**config.mk**
```make
export PLATFORM = sky130hd
export DESIGN_NAME = karatsuba_mult_pipe
export DESIGN_NICKNAME = d
export VERILOG_FILES = /design/src/rtl/karatsuba_mult_pipe.sv
export SDC_FILE = /design/constraint.sdc
export NUM_CORES = 1
export LEC_CHECK = 0
export ABC_AREA = 1
export CAP_MARGIN = 10
export CORE_MARGIN = 2
export CORE_UTILIZATION = 60
export DETAILED_ROUTE_END_ITERATION = 10
export PLACE_DENSITY_LB_ADDON = 0.2
export SLEW_MARGIN = 30
export SYNTH_ARGS = -nofsm -noshare
export SYNTH_HDL_FRONTEND = slang
export SYNTH_SLANG_ARGS = --single-unit
```
**constraint.sdc**
```tcl
create_clock -name clk -period 11.97 [get_ports clk]
set_input_delay 1.197 -clock clk [delete_from_list [all_inputs] [get_ports clk]]
set_output_delay 1.197 -clock clk [all_outputs]
set_load 0.05 [all_outputs]
```
**src/rtl/karatsuba_mult_pipe.sv**
```systemverilog
// Three-stage pipelined Karatsuba multiplier with valid/ready handshakes,
// per-transaction signed/unsigned mode and a pass-through tag.
module karatsuba_mult_pipe #(
  parameter int WIDTH = 16,
  parameter int TAG_W = 4
) (
  input  logic               clk,
  input  logic               rst_n,
  input  logic               in_valid,
  output logic               in_ready,
  input  logic [WIDTH-1:0]   in_a,
  input  logic [WIDTH-1:0]   in_b,
  input  logic               in_signed,
  input  logic [TAG_W-1:0]   in_tag,
  output logic               out_valid,
  input  logic               out_ready,
  output logic [2*WIDTH-1:0] out_result,
  output logic [TAG_W-1:0]   out_tag
);

  localparam int H  = WIDTH / 2;
  localparam int DW = 2 * WIDTH;

  // The whole pipe moves in lockstep, so one stall signal freezes every stage.
  logic advance;
  assign advance  = !out_valid || out_ready;
  assign in_ready = advance;

  // Stage 1 inputs: sign-magnitude conversion.
  logic [WIDTH-1:0] a_mag;
  logic [WIDTH-1:0] b_mag;
  logic             neg_in;

  always_comb begin
    a_mag  = in_a;
    b_mag  = in_b;
    neg_in = 1'b0;
    if (in_signed) begin
      // The most negative value negates to itself, which is its correct magnitude.
      if (in_a[WIDTH-1]) a_mag = -in_a;
      if (in_b[WIDTH-1]) b_mag = -in_b;
      neg_in = in_a[WIDTH-1] ^ in_b[WIDTH-1];
    end
  end

  logic             s1_valid;
  logic [WIDTH-1:0] s1_a;
  logic [WIDTH-1:0] s1_b;
  logic             s1_neg;
  logic [TAG_W-1:0] s1_tag;

  // Stage 2: three half-width products.
  logic [H:0]     sum_a;
  logic [H:0]     sum_b;
  logic [2*H-1:0] p1_c;
  logic [2*H-1:0] p0_c;
  logic [2*H+1:0] s_c;

  always_comb begin
    sum_a = {1'b0, s1_a[WIDTH-1:H]} + {1'b0, s1_a[H-1:0]};
    sum_b = {1'b0, s1_b[WIDTH-1:H]} + {1'b0, s1_b[H-1:0]};
    p1_c  = {{H{1'b0}}, s1_a[WIDTH-1:H]} * {{H{1'b0}}, s1_b[WIDTH-1:H]};
    p0_c  = {{H{1'b0}}, s1_a[H-1:0]} * {{H{1'b0}}, s1_b[H-1:0]};
    s_c   = {{(H+1){1'b0}}, sum_a} * {{(H+1){1'b0}}, sum_b};
  end

  logic             s2_valid;
  logic [2*H-1:0]   s2_p1;
  logic [2*H-1:0]   s2_p0;
  logic [2*H+1:0]   s2_s;
  logic             s2_neg;
  logic [TAG_W-1:0] s2_tag;

  // Stage 3: middle term, shifted recombination and sign restore.
  logic [2*H+1:0] mid;
  logic [DW-1:0]  mag_r;
  logic [DW-1:0]  res_c;

  always_comb begin
    mid   = s2_s - {2'b00, s2_p1} - {2'b00, s2_p0};
    mag_r = {s2_p1, {(2*H){1'b0}}}
          + ({{(DW-2*H-2){1'b0}}, mid} << H)
          + {{(2*H){1'b0}}, s2_p0};
    res_c = s2_neg ? -mag_r : mag_r;
  end

  // Control and output registers carry the reset.
  always_ff @(posedge clk) begin
    if (!rst_n) begin
      s1_valid   <= 1'b0;
      s2_valid   <= 1'b0;
      out_valid  <= 1'b0;
      out_result <= '0;
      out_tag    <= '0;
    end else if (advance) begin
      s1_valid  <= in_valid;
      s2_valid  <= s1_valid;
      out_valid <= s2_valid;
      if (s2_valid) begin
        out_result <= res_c;
        out_tag    <= s2_tag;
      end
    end
  end

  // NOTE: datapath registers are deliberately left without reset; their
  // contents are ignored until the matching valid bit is set.
  always_ff @(posedge clk) begin
    if (advance) begin
      s1_a   <= a_mag;
      s1_b   <= b_mag;
      s1_neg <= neg_in;
      s1_tag <= in_tag;
      s2_p1  <= p1_c;
      s2_p0  <= p0_c;
      s2_s   <= s_c;
      s2_neg <= s1_neg;
      s2_tag <= s1_tag;
    end
  end

endmodule
```
Yosys cells after proc, flatten, opt, wreduce, memory -nomap -nowiden
Cells that the tools add are included.
{"block": "totals", "wordCells": 35, "reg_bits": 131, "in_bits": 41, "output_inout_bits": 38}
{"block": "classes", "add_sub_neg": 9, "n_reduce_logical": 3, "bitwise_logic": 1, "muxes": 5, "mul": 3}
{"op": "2-to-1 mux 16 bit", "n": 4}
{"op": "subtractor 18 x 16 -> 18 bit", "n": 2}
{"op": "adder 32 x 16 -> 32 bit", "n": 1}
{"op": "adder 32 x 26 -> 32 bit", "n": 1}
{"op": "multiplier 8 x 8 -> 16 bit", "n": 2}
{"op": "2-to-1 mux 32 bit", "n": 1}
{"op": "negation 16 bit", "n": 2}
{"op": "negation 32 bit", "n": 1}
{"op": "adder 8 x 8 -> 9 bit", "n": 2}
{"op": "multiplier 9 x 9 -> 18 bit", "n": 1}
{"op": "AND reduction 2 bit", "n": 1}
{"op": "logical NOT 1 bit", "n": 1}
{"op": "logical OR 1 bit", "n": 1}
{"op": "bitwise XOR 1 bit", "n": 1}

Logic depth before layout (Yosys ltp)
{"block": "logic_depth", "word_depth": 6, "mapped_depth": 31, "ltp_nobuf": 31}

Least setup slack after synthesis
Ideal clock, no wire load.
{"block": "synth_timing", "path_kind": "register -> register", "startpoint": "reg s1_b[1]", "endpoint": "reg s2_s[16], data pin", "period_less_slack_ns": 5.877, "n_path_buf": 1, "setup_slack_ns": 6.093, "arrival_ns": 5.620, "path_stages_with_launch": 26, "setup_time_ns": 0.258, "required_ns": 11.712, "cell_sequence": "edfxtp_1 clkbuf_1 inv_1 fa_1 o21ai_0 a21oi_1 o21ai_0 xor2_1 nor2_1 fa_1 inv_1 fa_1 inv_1 fa_1 inv_1 fa_1 inv_1 ha_1 nand2_1 nor3_1 a21oi_1 o21ai_0 a21oi_1 nor2_1 nor2_1 xnor2_1"}
{"block": "synth_via", "elab_chain_len": 2}
{"item": "start: declaration", "line": "48", "text": "logic [WIDTH-1:0] s1_b;"}
{"item": "start signal: assignment", "line": "111", "text": "s1_b <= b_mag;"}
{"item": "adder 8 x 8 -> 9 bit", "line": "61", "text": "sum_b = {1'b0, s1_b[WIDTH-1:H]} + {1'b0, s1_b[H-1:0]};"}
{"item": "multiplier 9 x 9 -> 18 bit", "line": "64", "text": "s_c = {{(H+1){1'b0}}, sum_a} * {{(H+1){1'b0}}, sum_b};"}
{"item": "named net s_c[16]", "line": "57", "text": "logic [2*H+1:0] s_c;"}
{"item": "end signal: assignment", "line": "116", "text": "s2_s <= s_c;"}
{"item": "end: declaration", "line": "70", "text": "logic [2*H+1:0] s2_s;"}
The timed path passes the listed nets, and every way through them passes these cells.
A chain may end at the register's enable or synchronous reset.

Worst setup path in the final report
{"block": "layout_timing", "startpoint": "reg s1_b[8]", "endpoint": "reg s2_s[16], data pin"}
The elaborated chain is that of the path after synthesis.

==> results by group <==
Floorplan
  – Boundary Pins: 79
  – Row Count: 59
  – Die span in x: 166 um
  – Core area: 0.0259 mm^2
  – Die Y: 166 um
  – Die area: 0.0275 mm^2
  – Starting Density: 0.607

Worst setup path
  – Delay of the slowest cell on the worst path: 540 ps
  – Startpoint Class: flop
  – Worst path bufs/invs: 5
  – Critical Path RT: 12160 ps
  – CP arrival: 6660 ps
  – R2r worst-path depth: 25
  – Slowest-stage cell, CP: edfxtp_1
  – Crit. End Element: flop
  – CP max FO: 9
  – Worst path depth: 25
  – Reg2reg start: s1_b[8]$_DFFE_PN_
  – R2R Setup Slk: 5510 ps
  – CP top delay family: adder cells
  – Type of the worst setup path: reg2reg
  – Reg2Reg Capture Point: s2_s[16]$_DFFE_PN_

Detailed routing
  – Final Routed Wirelength: 36100 um
  – Drt pass-1 iters: 5
  – DR vias: 12600
  – DRC errors left: 0
  – WL per Instance: 14.8 um
  – Final ANT Viol Nets: 0
  – Drt first-iter violations: 767
  – Vias per cell: 5.16

Logic synthesis
  – Syn Inst Count: 2047
  – Syn Area/Cell: 7.69 um^2
  – Unique masters post-synth: 44
  – Post-synth EDFFs: 92
  – Yosys reg bits: 131
  – Synth top area share: 0.179
  – Yosys warnings: 0
  – Ys flop type: edfxtp_1
  – Syn nets: 2397
  – Synth Cell Area: 0.0157 mm^2
  – Sequential fraction of the synthesis area: 0.225
  – Largest cells by area after synthesis: fa_1 (18%), edfxtp_1 (18%), ha_1 (13%), inv_1 (11%), nand2_1 (11%)
  – Largest area contributor in the netlist: fa_1
  – Post-synth ARST share: 0

Finish
  – Ant diodes: 0
  – Non-filler cells, final: 2448
  – Layout cells sized above 1: 0.0459
  – Layout area overhead: 10.1%
  – Fin nets: 2450
  – Commonest non-fill, non-tap cell in the layout: inv_1
  – Most frequent cells in the layout: inv_1 (461), nand2_1 (453), nor2_1 (171), ha_1 (168), fa_1 (141)

Global routing
  – Largest net degree at the start of global routing: 68
  – Initial antenna violation count: 0
  – Most Crowded Layer GR: met2
  – Met1 usage: 0.331
  – First-pass GRT wire length: 60400 um
  – Total track usage: 0.272
  – GRT Residual Overflow: 0
  – Met3 Track Usage GR: 0.0372
  – Number of global-route vias before repair: 12600
  – Grt met2 use: 0.492

Timing
  – Final setup TNS: 0 ps
  – Final setup vio count: 0
  – Final Max Tran Viols: 0
  – Slew at the pin closest to its max-slew limit: 841 ps
  – Hold Fails Final Rpt: 0
  – Max Fclk: 0.155 GHz
  – Slew margin rel.: 0.435
  – Clock Skew: 13.8 ps
  – Final Cycle Share: 0.540
  – Tmin final: 6460 ps
  – Unrepaired setup endpoints after global routing: no

Worst hold path
  – Min-delay worst type: reg2reg
  – Worst hold endpoint: s2_tag[0]$_DFFE_PN_
  – Hold depth: 0
  – Hold_sp: s1_tag[0]$_DFFE_PN_

Placed design
  – Placed instance count: 2416
  – Placer Congestion: 0.941
  – Dpl hpwl: 30200 um
  – PortBufs: 78

Clock tree
  – Clock Pin Slew Worst Setup and Hold Paths: 60 ps
  – Clock tree sinks: 131
  – CTS Buf Count: 17
  – CTS tree: done
  – H-Tree Level Count: 4
  – Clk root buf: clkbuf_16
  – Clock buffer depth: 2
  – Hold Buf Count CTS: 0
  – # Post-CTS Setup Buffers: 0
  – Worst-Skew Late Latency: 440 ps
  – Resized Gates After CTS: 0

Outcome
  – Outcome: finished, final reports clean

Flow run
  – Max-cap viol count: 0
==> sequential cells by signal (all words and copies together) (netlist names), 16 cells and up <==
signal,flops
out_result,32
s2_p0,16
s2_p1,16
s1_a,16
s1_b,16
s2_s,18
==> worst max path at each step <==
| stage | from | end | slack [ps] |
|---|---|---|---|
| 6_report | s1_b[8]$_DFFE_PN_ | s2_s[16]$_DFFE_PN_ | 5510 |
| 3_3_place_gp | s1_a[2]$_DFFE_PN_ | s2_s[16]$_DFFE_PN_ | 5660 |
| 4_1_cts | s1_b[8]$_DFFE_PN_ | s2_s[16]$_DFFE_PN_ | 5510 |
| 5_1_grt | s1_a[10]$_DFFE_PN_ | s2_s[16]$_DFFE_PN_ | 4910 |
| 2_1_floorplan | s1_b[1]$_DFFE_PN_ | s2_s[16]$_DFFE_PN_ | 6090 |
| 3_5_place_dp | s1_b[8]$_DFFE_PN_ | s2_s[16]$_DFFE_PN_ | 5520 |
==> per-stage QoR <==
| stage | instance area, um^2 | setup WS [ps] | hold slack, ps | util |
|---|---|---|---|---|
| after CTS | 17300 | 5510 | 421 | 0.669 |
| final | 17300 | 5510 | 420 | 0.669 |
| after global routing | 17300 | 4910 | 423 | 0.669 |
| after detailed placement | 16800 | 5520 | 405 | 0.647 |
| after floorplan | 15700 | 6090 | 400 | - |
| after global placement | 16800 | 5660 | 402 | 0.647 |
==> layout make-up <==
class,instances,area [um^2]
Timing Repair Buffer,82,811
Tap cell,335,419
Fill cell,2223,8580
Inverter,472,1770
Clock buffer,18,429
Multi-Input combinational cell,1396,10200
Sequential cell,131,3540
Clock inverter,14,126
==> cell families (layout without fill, tap and decap cells) <==
kind of cell | after synthesis | count (layout) | synth area share
AND/OR/NAND/NOR | 784 | 784 | 0.210
buffers and inverters | 520 | 586 | 0.125
adder cells (fa/ha/maj) | 309 | 309 | 0.313
AO/OA/AOI/OAI | 196 | 196 | 0.0665
flip-flops | 131 | 131 | 0.225
XOR/XNOR | 107 | 107 | 0.0596
==> synth_stat cells (14+ instances only) <==
| cell | count |
|---|---|
| inv_1 | 462 |
| nand2_1 | 453 |
| nor2_1 | 172 |
| ha_1 | 168 |
| fa_1 | 141 |
| a21oi_1 | 109 |
| edfxtp_1 | 92 |
| xor2_1 | 70 |
| nand3_1 | 66 |
| o21ai_0 | 59 |
| clkbuf_1 | 41 |
| dfxtp_1 | 39 |
| xnor2_1 | 37 |
| nand2_2 | 25 |
| nor3_1 | 19 |
| nand4_1 | 14 |
==> per-layer routing <==
| metal | vias to the layer above | share of wire |
|---|---|---|
| li1 | 6396 | - |
| met1 | 5820 | 0.43 |
| met2 | 338 | 0.49 |
| met3 | 71 | 0.039 |
| met4 | 0 | 0.037 |
| met5 | - | 0 |
Power is not shown: default switching activity piles up to over one toggle a cycle in this logic, so the estimate is an artifact.
